File: config.mk
export PLATFORM = sky130hd
export DESIGN_NAME = eth_receive
export DESIGN_NICKNAME = d
export VERILOG_FILES = /design/src/rtl/eth_receive.sv
export SDC_FILE = /design/constraint.sdc
export NUM_CORES = 1
export LEC_CHECK = 0
export CORE_MARGIN = 1
export CORE_UTILIZATION = 55
export DETAILED_ROUTE_END_ITERATION = 6
export DONT_BUFFER_PORTS = 1
export GPL_ROUTABILITY_DRIVEN = 0
export GPL_TIMING_DRIVEN = 1
export PLACE_DENSITY_LB_ADDON = 0.08
export REMOVE_ABC_BUFFERS = 1
export SETUP_SLACK_MARGIN = 0.4
export SYNTH_ARGS = -nofsm -noshare
export SYNTH_HDL_FRONTEND = slang
export SYNTH_SLANG_ARGS = --single-unit
File: constraint.sdc
create_clock -name gmii_rx_clk -period 5.6 [get_ports gmii_rx_clk]
set_input_delay 0.84 -clock gmii_rx_clk [delete_from_list [all_inputs] [get_ports gmii_rx_clk]]
set_output_delay 0.84 -clock gmii_rx_clk [all_outputs]
set_load 0.02 [all_outputs]
File: src/rtl/eth_receive.sv
// eth_receive: GMII frame receiver: strips preamble/SFD, parses header, streams payload without FCS and checks CRC-32.
// Optional destination filter enabled by defining ETH_RX_MAC_FILTER_EN.
module eth_receive #(
  parameter logic [47:0] LOCAL_MAC   = 48'h000a3501fec0,
  parameter int          MAX_PAYLOAD = 1500
) (
  input  logic        gmii_rx_clk,
  input  logic        rst,
  input  logic [7:0]  gmii_rx_data,
  input  logic        gmii_rx_dv,
  input  logic        gmii_rx_er,
  output logic [47:0] rx_dst_mac,
  output logic [47:0] rx_src_mac,
  output logic [15:0] rx_frame_type,
  output logic        rx_hdr_valid,
  output logic [7:0]  rx_data,
  output logic        rx_data_valid,
  output logic [15:0] rx_payload_len,
  output logic        rx_frame_done,
  output logic        rx_frame_ok,
  output logic        rx_frame_err
);
`ifdef ETH_RX_MAC_FILTER_EN
  localparam bit FILTER = 1'b1;
`else
  localparam bit FILTER = 1'b0;
`endif
  typedef enum logic [2:0] {IDLE, PREAMBLE, DST, SRC, TYPE, PAYLOAD, DROP} state_t;
  state_t state, state_n;
  logic [7:0] d_r;
  logic dv_r, er_r, dv_p;
  logic [31:0] crc;
  logic [15:0] bcnt, plen;
  logic [3:0][7:0] line;
  logic [2:0] fill;
  logic er_f, ovf;
  logic in_frame, take, sfd, eject, good, reject;
  logic [47:0] dst_n;
  function automatic logic [31:0] crc_next(input logic [31:0] c, input logic [7:0] b);
    for (int k = 0; k < 8; k++) c = (c[0] ^ b[k]) ? (c >> 1) ^ 32'hEDB88320 : c >> 1;
    return c;
  endfunction
  // Input stage is left unreset so dv history survives reset and a mid-frame reset cannot look like a frame start.
  always_ff @(posedge gmii_rx_clk) begin
    d_r  <= gmii_rx_data;
    dv_r <= gmii_rx_dv;
    er_r <= gmii_rx_er;
    dv_p <= dv_r;
  end
  always_ff @(posedge gmii_rx_clk)
    if (rst) state <= IDLE;
    else state <= state_n;
  always_comb begin
    state_n = state;
    case (state)
      IDLE:     state_n = !dv_r ? IDLE : (d_r == 8'h55 && !dv_p) ? PREAMBLE : DROP;
      PREAMBLE: state_n = !dv_r ? IDLE : d_r == 8'h55 ? PREAMBLE : d_r == 8'hD5 ? DST : DROP;
      DST:      state_n = !dv_r ? IDLE : bcnt == 16'd5 ? (reject ? DROP : SRC) : DST;
      SRC:      state_n = !dv_r ? IDLE : bcnt == 16'd11 ? TYPE : SRC;
      TYPE:     state_n = !dv_r ? IDLE : bcnt == 16'd13 ? PAYLOAD : TYPE;
      PAYLOAD:  state_n = !dv_r ? IDLE : PAYLOAD;
      default:  state_n = !dv_r ? IDLE : DROP;
    endcase
  end
  always_comb begin
    in_frame = state == DST || state == SRC || state == TYPE || state == PAYLOAD;
    take     = in_frame && dv_r;
    sfd      = state == PREAMBLE && dv_r && d_r == 8'hD5;
    eject    = take && state == PAYLOAD && fill == 3'd4;
    dst_n    = {rx_dst_mac[39:0], d_r};
    reject   = FILTER && dst_n != LOCAL_MAC && dst_n != '1;
    good     = !er_f && !ovf && crc == 32'hDEBB20E3 && state == PAYLOAD && fill == 3'd4;
  end
  always_ff @(posedge gmii_rx_clk) begin
    if (rst) begin
      rx_dst_mac <= '0; rx_src_mac <= '0; rx_frame_type <= '0; rx_hdr_valid <= 1'b0;
      rx_data <= '0; rx_data_valid <= 1'b0; rx_payload_len <= '0;
      rx_frame_done <= 1'b0; rx_frame_ok <= 1'b0; rx_frame_err <= 1'b0;
      crc <= '0; bcnt <= '0; plen <= '0; line <= '0; fill <= '0; er_f <= 1'b0; ovf <= 1'b0;
    end else begin
      rx_hdr_valid  <= 1'b0;
      rx_data_valid <= 1'b0;
      rx_frame_done <= 1'b0;
      if (sfd) begin
        crc <= '1; bcnt <= '0; plen <= '0; fill <= '0; er_f <= 1'b0; ovf <= 1'b0;
      end
      if (take) begin
        crc  <= crc_next(crc, d_r);
        bcnt <= bcnt == 16'hFFFF ? bcnt : bcnt + 16'd1;
        if (er_r) er_f <= 1'b1;
        if (state == DST) rx_dst_mac <= dst_n;
        if (state == SRC) rx_src_mac <= {rx_src_mac[39:0], d_r};
        if (state == TYPE) rx_frame_type <= {rx_frame_type[7:0], d_r};
        if (state == TYPE && bcnt == 16'd13) rx_hdr_valid <= 1'b1;
        if (state == PAYLOAD) begin
          line <= {line[2:0], d_r};
          fill <= fill == 3'd4 ? fill : fill + 3'd1;
        end
      end
      if (eject) begin
        if (plen == 16'(MAX_PAYLOAD)) ovf <= 1'b1;
        else begin
          rx_data       <= line[3];
          rx_data_valid <= 1'b1;
          plen          <= plen + 16'd1;
        end
      end
      if (in_frame && !dv_r) begin
        rx_frame_done  <= 1'b1;
        rx_frame_ok    <= good;
        rx_frame_err   <= !good;
        rx_payload_len <= plen;
      end
    end
  end
endmodule

==> flow_summary.toml, run 1 <==
[sta]
tns_ns = 0
skew_ns = 0.0119
rsz0062_at_grt = "false"
timing.hold.ws_ns = 0.335
tightest_slew_ns = 1.15
drv_slew = 0
finalSetupViolCount = 0
relSlewSlack_pct = 22.5
post-route-period-util_pct = 58.9
finalHoldViolCount = 0
fmax_mhz = 303
final.min_clock_period_ns = 3.30

[synth]
synthDistinctLibCells = 63
yosysSeqAreaShare_pct = 49.5
synth-seq-cells = 256
synthTopCellsByArea = "dfxtp_1, nand2_1, a21oi_1"
synth-edff-count = 0
async_flop_share_pct = 0
synth_top_area_share_pct = 49.5
synth_area_per_cell_um2 = 8.57
yosys.area.top_type = "dfxtp_1"
netlist_area_mm2 = 0.0103
ys.flop_type = "dfxtp_1"
synth_commonest_cells = "nand2_1, dfxtp_1, a21oi_1"
yosys_warnings = 0
synth.most_common_cell = "nand2_1"
netlist_instances = 1207

[status]
violations = "DRC"
status = "finished with violations"

[cells_and_area]
drive_gt1_share_pct = 8.74
final_area_mm2 = 0.0112
finalNetCount = 1177
seqCellArea_mm2 = 0.00512
diodes = 0
multi_input_area_mm2 = 0.00488
nFillCells = 1621
syn_to_final_growth_pct = 8.72

[clocking]
post_cts_buffers = 0
clk_latency_ns = 0.53
htree_num_levels = 1
cts_sinks = 256
cts_made_buffers = 27
path_clk_slew_ns = 0.06
cts_root_buf = "clkbuf_16"
cts-resized-gates = 0
postCtsHoldBufs = 0
cts_tree = "yes"
clock_path_buffers = 3

[routing]
met2_length_mm = 10.3
vias = 7867
drc = 19
routed-wl-met3_mm = 1.68
routed_via_density = 5.59
drt-total-wl_mm = 22.6
wl_per_cell_um = 16.1
ant_nets = 0
wl_met1_mm = 10.4
drtPass1Iterations = 7
top_layer_used = "met5"
initialDrtViolationCount = 570

[pwr]
p_per_area_mw_per_mm2 = 370
p_total_w = 0.00416
p_leak_nw = 3.69
vdd_ir_drop_max_v = 0.000203

[grt]
grt_antenna_before_repair = 1
grt.overflow.total = 0
grt_pass1_wl_mm = 36.8
grt_max_degree = 206
grt_pass1_vias = 7122
grt_use_total_pct = 22.9

[setup_path]
crit_top_cell = "nand2_1"
endpoint_kind = "flop"
cp.required_ns = 6.01
cp_max_fo = 32
path_delay_family = "simple AND/OR/NAND/NOR gates"
crit_buf_inv = 0
crit_path_cell_trace = "xor2_1 > nand2_1 > nand2_1 > o221a_2"
start_kind = "flop"
max_stage_delay_ns = 0.86
worstPathArrival_ns = 3.71
critPathKind = "reg2reg"
cpMaxStageDelayCell = "nand2_1"

[floorplanning]
rows = 49
io_pins = 153
dieArea_mm2 = 0.0194
core-area_mm2 = 0.0182
die_y_um = 139
initial_utilization_pct = 56.8
fp.dieW_um = 139

[worst_hold_path]
hold_class = "in2reg"

[placed_design]
port_buffers = 0
post-dp-hpwl_mm = 14.0
placed_area_mm2 = 0.0104

[job]
cap_violations = 0
final cells by class:
class	count	area share [%]
inverters	10	0.334
repair buffers	5	0.334
clock inverters	5	0.512
well taps	229	2.55
multi-input cells	859	43.4
flip-flops and latches	256	45.6
clock buffers	43	7.34
through the flow:
stage | std cells | utilization (%) | setup slack (ns)
after floorplan | 1125 | - | 1.25
after global placement | 1359 | 56.9 | 2.38
after detailed placement | 1359 | 56.9 | 2.35
after CTS | 1407 | 61.8 | 2.33
after global routing | 1407 | 61.8 | 2.06
final | 1407 | 61.8 | 2.30
final timing paths:
| kind | startpoint | end | slack (ns) | depth (start not counted) |
|---|---|---|---|---|
| min | gmii_rx_data[3] | d_r[3]$_DFF_P_ | 0.33 | 0 |
| min reg2reg | line[1]$_SDFFE_PP0P_ | line[9]$_SDFFE_PP0P_ | 0.45 | 2 |
| max reg2reg | state[2]$_SDFF_PP0_ | crc[8]$_SDFFE_PP0P_ | 2.30 | 4 |
| max | state[2]$_SDFF_PP0_ | crc[8]$_SDFFE_PP0P_ | 2.30 | 4 |
per-layer routing:
metal  GRT usage (%)  vias to the layer above
met5               0                        -
met4            5.44                        2
met3            5.63                       31
met2            35.8                      206
met1            31.7                     3666
li1                -                     3962
power by group:
part | internal, W | total (W) | switching (W)
clock | 0.00105 | 0.00175 | 0.000697
sequential | 0.00186 | 0.00193 | 0.0000635
combinational | 0.000233 | 0.000486 | 0.000253
total | 0.00315 | 0.00416 | 0.00101
sequential cells by signal, summed over array words and instances, names as in the netlist, 3 cells and up:
register,count
rx_src_mac,48
fill,3
line,32
state,3
crc,32
bcnt,16
rx_dst_mac,48
d_r,8
rx_data,8
rx_frame_type,16
plen,16
rx_payload_len,16
cells in the final DEF (no fill, tap or decap), types with 3 or more instances in the layout:
cell type / n
nand2_1: 370
dfxtp_1: 256
a21oi_1: 186
xnor2_1: 51
nor2_1: 48
clkbuf_16: 27
xor2_1: 19
o221a_2: 16
nand3_1: 15
nand4_1: 15
a211oi_1: 14
nor4_1: 11
inv_1: 10
clkbuf_8: 9
xnor2_4: 8
nor3_1: 8
xnor2_2: 7
mux2_2: 7
clkbuf_1: 7
and3_1: 6
ha_1: 6
buf_4: 5
a211oi_2: 4
o21ai_0: 4
nand4b_1: 4
or4_1: 4
nor4b_1: 3
nor2b_1: 3
and2_1: 3
or3_1: 3
cells by family (layout without fill, tap and decap cells):
group                      after synthesis  in the layout  synth area share [%]
and+or+nand+nor                        516            516                  21.7
DFF                                    256            256                  49.5
AOI/OAI and AO/OA                      242            242                  13.9
buffers and inverters                   92             63                  3.57
xor gates and xnor gates                88             88                  9.77
muxes                                    7              7                 0.762
adders and majority gates                6              6                 0.726
Note: power is estimated with default switching activity, not from simulation.
==> inputs of run 2 (changes only) <==
--- a/config.mk
+++ b/config.mk
@@ -5,6 +5,7 @@
 export SDC_FILE = /design/constraint.sdc
 export NUM_CORES = 1
 export LEC_CHECK = 0
+export ABC_AREA = 1
 export CORE_MARGIN = 1
 export CORE_UTILIZATION = 55
 export DETAILED_ROUTE_END_ITERATION = 6
==> constraint.sdc (replaced) <==
create_clock -name gmii_rx_clk -period 3.2 [get_ports gmii_rx_clk]
set_input_delay 0.48 -clock gmii_rx_clk [delete_from_list [all_inputs] [get_ports gmii_rx_clk]]
set_output_delay 0.48 -clock gmii_rx_clk [all_outputs]
set_load 0.02 [all_outputs]
==> run 2 against run 1 <==
  * The flow now finishes without violations
  * Sequential power grew 82%
  * Maximum frequency grew 47%
  * Wire length grew 15%
  * Synthesized cell count grew 25%
  * Design area grew 7.3%
  * Power grew 80%
  * Clock skew shrank 0.0038 ns
  * Utilization grew 0.23 points
  * Critical path type unchanged
  * Largest cell class unchanged
==> flow_summary.toml, run 2 <==
[status]
status = "finished, final reports clean"

[synth]
synthTopCellsByArea = "dfxtp_1, nand2_1, nor2_1"
yosysSeqAreaShare_pct = 47.0
netlist_area_mm2 = 0.0109
netlist_instances = 1509
yosys_warnings = 0
ys.flop_type = "dfxtp_1"
async_flop_share_pct = 0
synth-edff-count = 0
synth-seq-cells = 256
synth_commonest_cells = "nand2_1, nor2_1, dfxtp_1"
synth_area_per_cell_um2 = 7.22
yosys.area.top_type = "dfxtp_1"
synth_top_area_share_pct = 47.0
synthDistinctLibCells = 40
synth.most_common_cell = "nand2_1"

[sta]
skew_ns = 0.00804
rsz0062_at_grt = "false"
post-route-period-util_pct = 70.2
finalSetupViolCount = 0
fin_ws_ns = 0.953
final.min_clock_period_ns = 2.25
tightest_slew_ns = 0.896
finalHoldViolCount = 0
relSlewSlack_pct = 40.2
timing.hold.ws_ns = 0.0159
fmax_mhz = 445
drv_slew = 0

[routing]
wl_per_cell_um = 14.7
routed_via_density = 5.31
vias = 9409
drc = 0
initialDrtViolationCount = 588
drt-total-wl_mm = 26.0
ant_nets = 0
drtPass1Iterations = 6

[cells_and_area]
finalNonFillerCells = 1773
top_regs = "rx_dst_mac: 48 flops, rx_src_mac: 48 flops"
final_core_utilization_pct = 62.0
nFillCells = 1782
mostFrequentLayoutCells = "nand2_1, nor2_1, dfxtp_1"
finalNetCount = 1506
syn_to_final_growth_pct = 10.7
multi_input_area_mm2 = 0.00497
layout.cells.most_common = "nand2_1"
seqCellArea_mm2 = 0.00512
final_area_mm2 = 0.0121
drive_gt1_share_pct = 5.70
diodes = 0

[setup_path]
critPathKind = "reg2reg"
max_stage_delay_ns = 0.51
path_delay_family = "simple AND/OR/NAND/NOR gates"
crit_path_cell_trace = "nand2_1 > nor2_1 > nand4_4 > nand2_1 > inv_2 > nand2_1 > a21oi_1"
start_kind = "flop"
worstPathArrival_ns = 2.64
cp_max_fo = 26
endpoint_kind = "flop"
cp.required_ns = 3.60
crit_buf_inv = 1
crit_top_cell = "nand2_1"
cpMaxStageDelayCell = "dfxtp_1"

[worst_hold_path]
hold_class = "in2reg"

[floorplanning]
dieArea_mm2 = 0.0204
io_pins = 153
die_y_um = 143
rows = 51
initial_utilization_pct = 56.0
core-area_mm2 = 0.0195
fp.dieW_um = 143

[clocking]
htree_num_levels = 1
cts-resized-gates = 0
cts_made_buffers = 27
path_clk_slew_ns = 0.06
post_cts_buffers = 0
clk_latency_ns = 0.53
clock_path_buffers = 3
cts_tree = "yes"
cts_root_buf = "clkbuf_16"
cts_sinks = 256
postCtsHoldBufs = 11

[job]
cap_violations = 0

[placed_design]
post-dp-hpwl_mm = 16.9
placed_area_mm2 = 0.0110
placedCellCount = 1713
port_buffers = 0
pre_cts_slack_ns = 0.984

[grt]
grt_pass1_wl_mm = 41.6
grt_antenna_before_repair = 0
grt_pass1_vias = 8258
grt_use_total_pct = 24.9
grt_max_degree = 76
grt.overflow.total = 0

[pwr]
vdd_ir_drop_max_v = 0.000449
p_per_area_mw_per_mm2 = 620
p_leak_nw = 5.27
-- run 2: cell count changes in the layout (fill, tap and decap cells not counted), moves of 9 or more --
cell,delta
o21ai_0,+179
dlygate4sd3_1,+11
nor2_1,+211
inv_1,+111
a211oi_1,-13
xnor2_1,-44
a21oi_1,-76
nor4_1,-9
nand2_1,-95
o21ai_1,+19
o221a_2,-16
xor2_1,+22
nand3_1,+55
-- run 2: layout make-up --
| type | count | area share, % |
|---|---|---|
| Multi-Input combinational cell | 1050 | 41.2 |
| Clock buffer | 38 | 6.52 |
| Timing Repair Buffer | 24 | 1.83 |
| Clock inverter | 11 | 1.16 |
| Tap cell | 265 | 2.75 |
| Sequential cell | 256 | 42.5 |
| Inverter | 129 | 4.04 |
-- run 2: report_power, final --
part	switching [W]	total, W	internal [W]	leakage [nW]
Clock	0.00126	0.00321	0.00195	0.459
Sequential	0.000205	0.00352	0.00332	2.08
Combinational	0.000502	0.000750	0.000248	2.74
-- run 2: per-layer routing --
layer  up-vias  GRT usage (%)  wire length (um)  part of all wire [%]
met5         -              0                 0                     0
met4         0           6.28               394                   1.5
met3        34           4.56              1490                   5.7
met2       217           41.1             12300                    47
met1      4334           33.5             11800                    45
li1       4824              -                 -                     -
-- run 2: cell families (layout without fill, tap and decap cells) --
logic type / count (synthesis) / in the layout / share of synthesized area [%]
buffers and inverters: 203 / 202 / 7.42
xor gates and xnor gates: 49 / 49 / 4.01
and+or+nand+nor: 666 / 666 / 25.4
DFF: 256 / 256 / 47.0
AOI/OAI and AO/OA: 329 / 329 / 15.4
adders and majority gates: 6 / 6 / 0.689
-- run 2: path summary, 6_finish.rpt --
check,startpoint,to,slack [ns],depth (start not counted)
max,d_r[4]$_DFF_P_,bcnt[15]$_SDFFE_PP0P_,0.95,7
max reg2reg,d_r[4]$_DFF_P_,bcnt[15]$_SDFFE_PP0P_,0.95,7
min,rst,bcnt[12]$_SDFFE_PP0P_,0.02,1
min reg2reg,dv_r$_DFF_P_,dv_p$_DFF_P_,0.43,0
-- run 2: through the flow --
| stage | TNS [ns] | total power [W] |
|---|---|---|
| after detailed placement | 0 | 0.00431 |
| final | 0 | 0.00748 |
| after global routing | 0 | 0.00779 |
| after CTS | 0 | 0.00754 |
| after floorplan | -12.69 | 0.00411 |
| after global placement | 0 | 0.00430 |
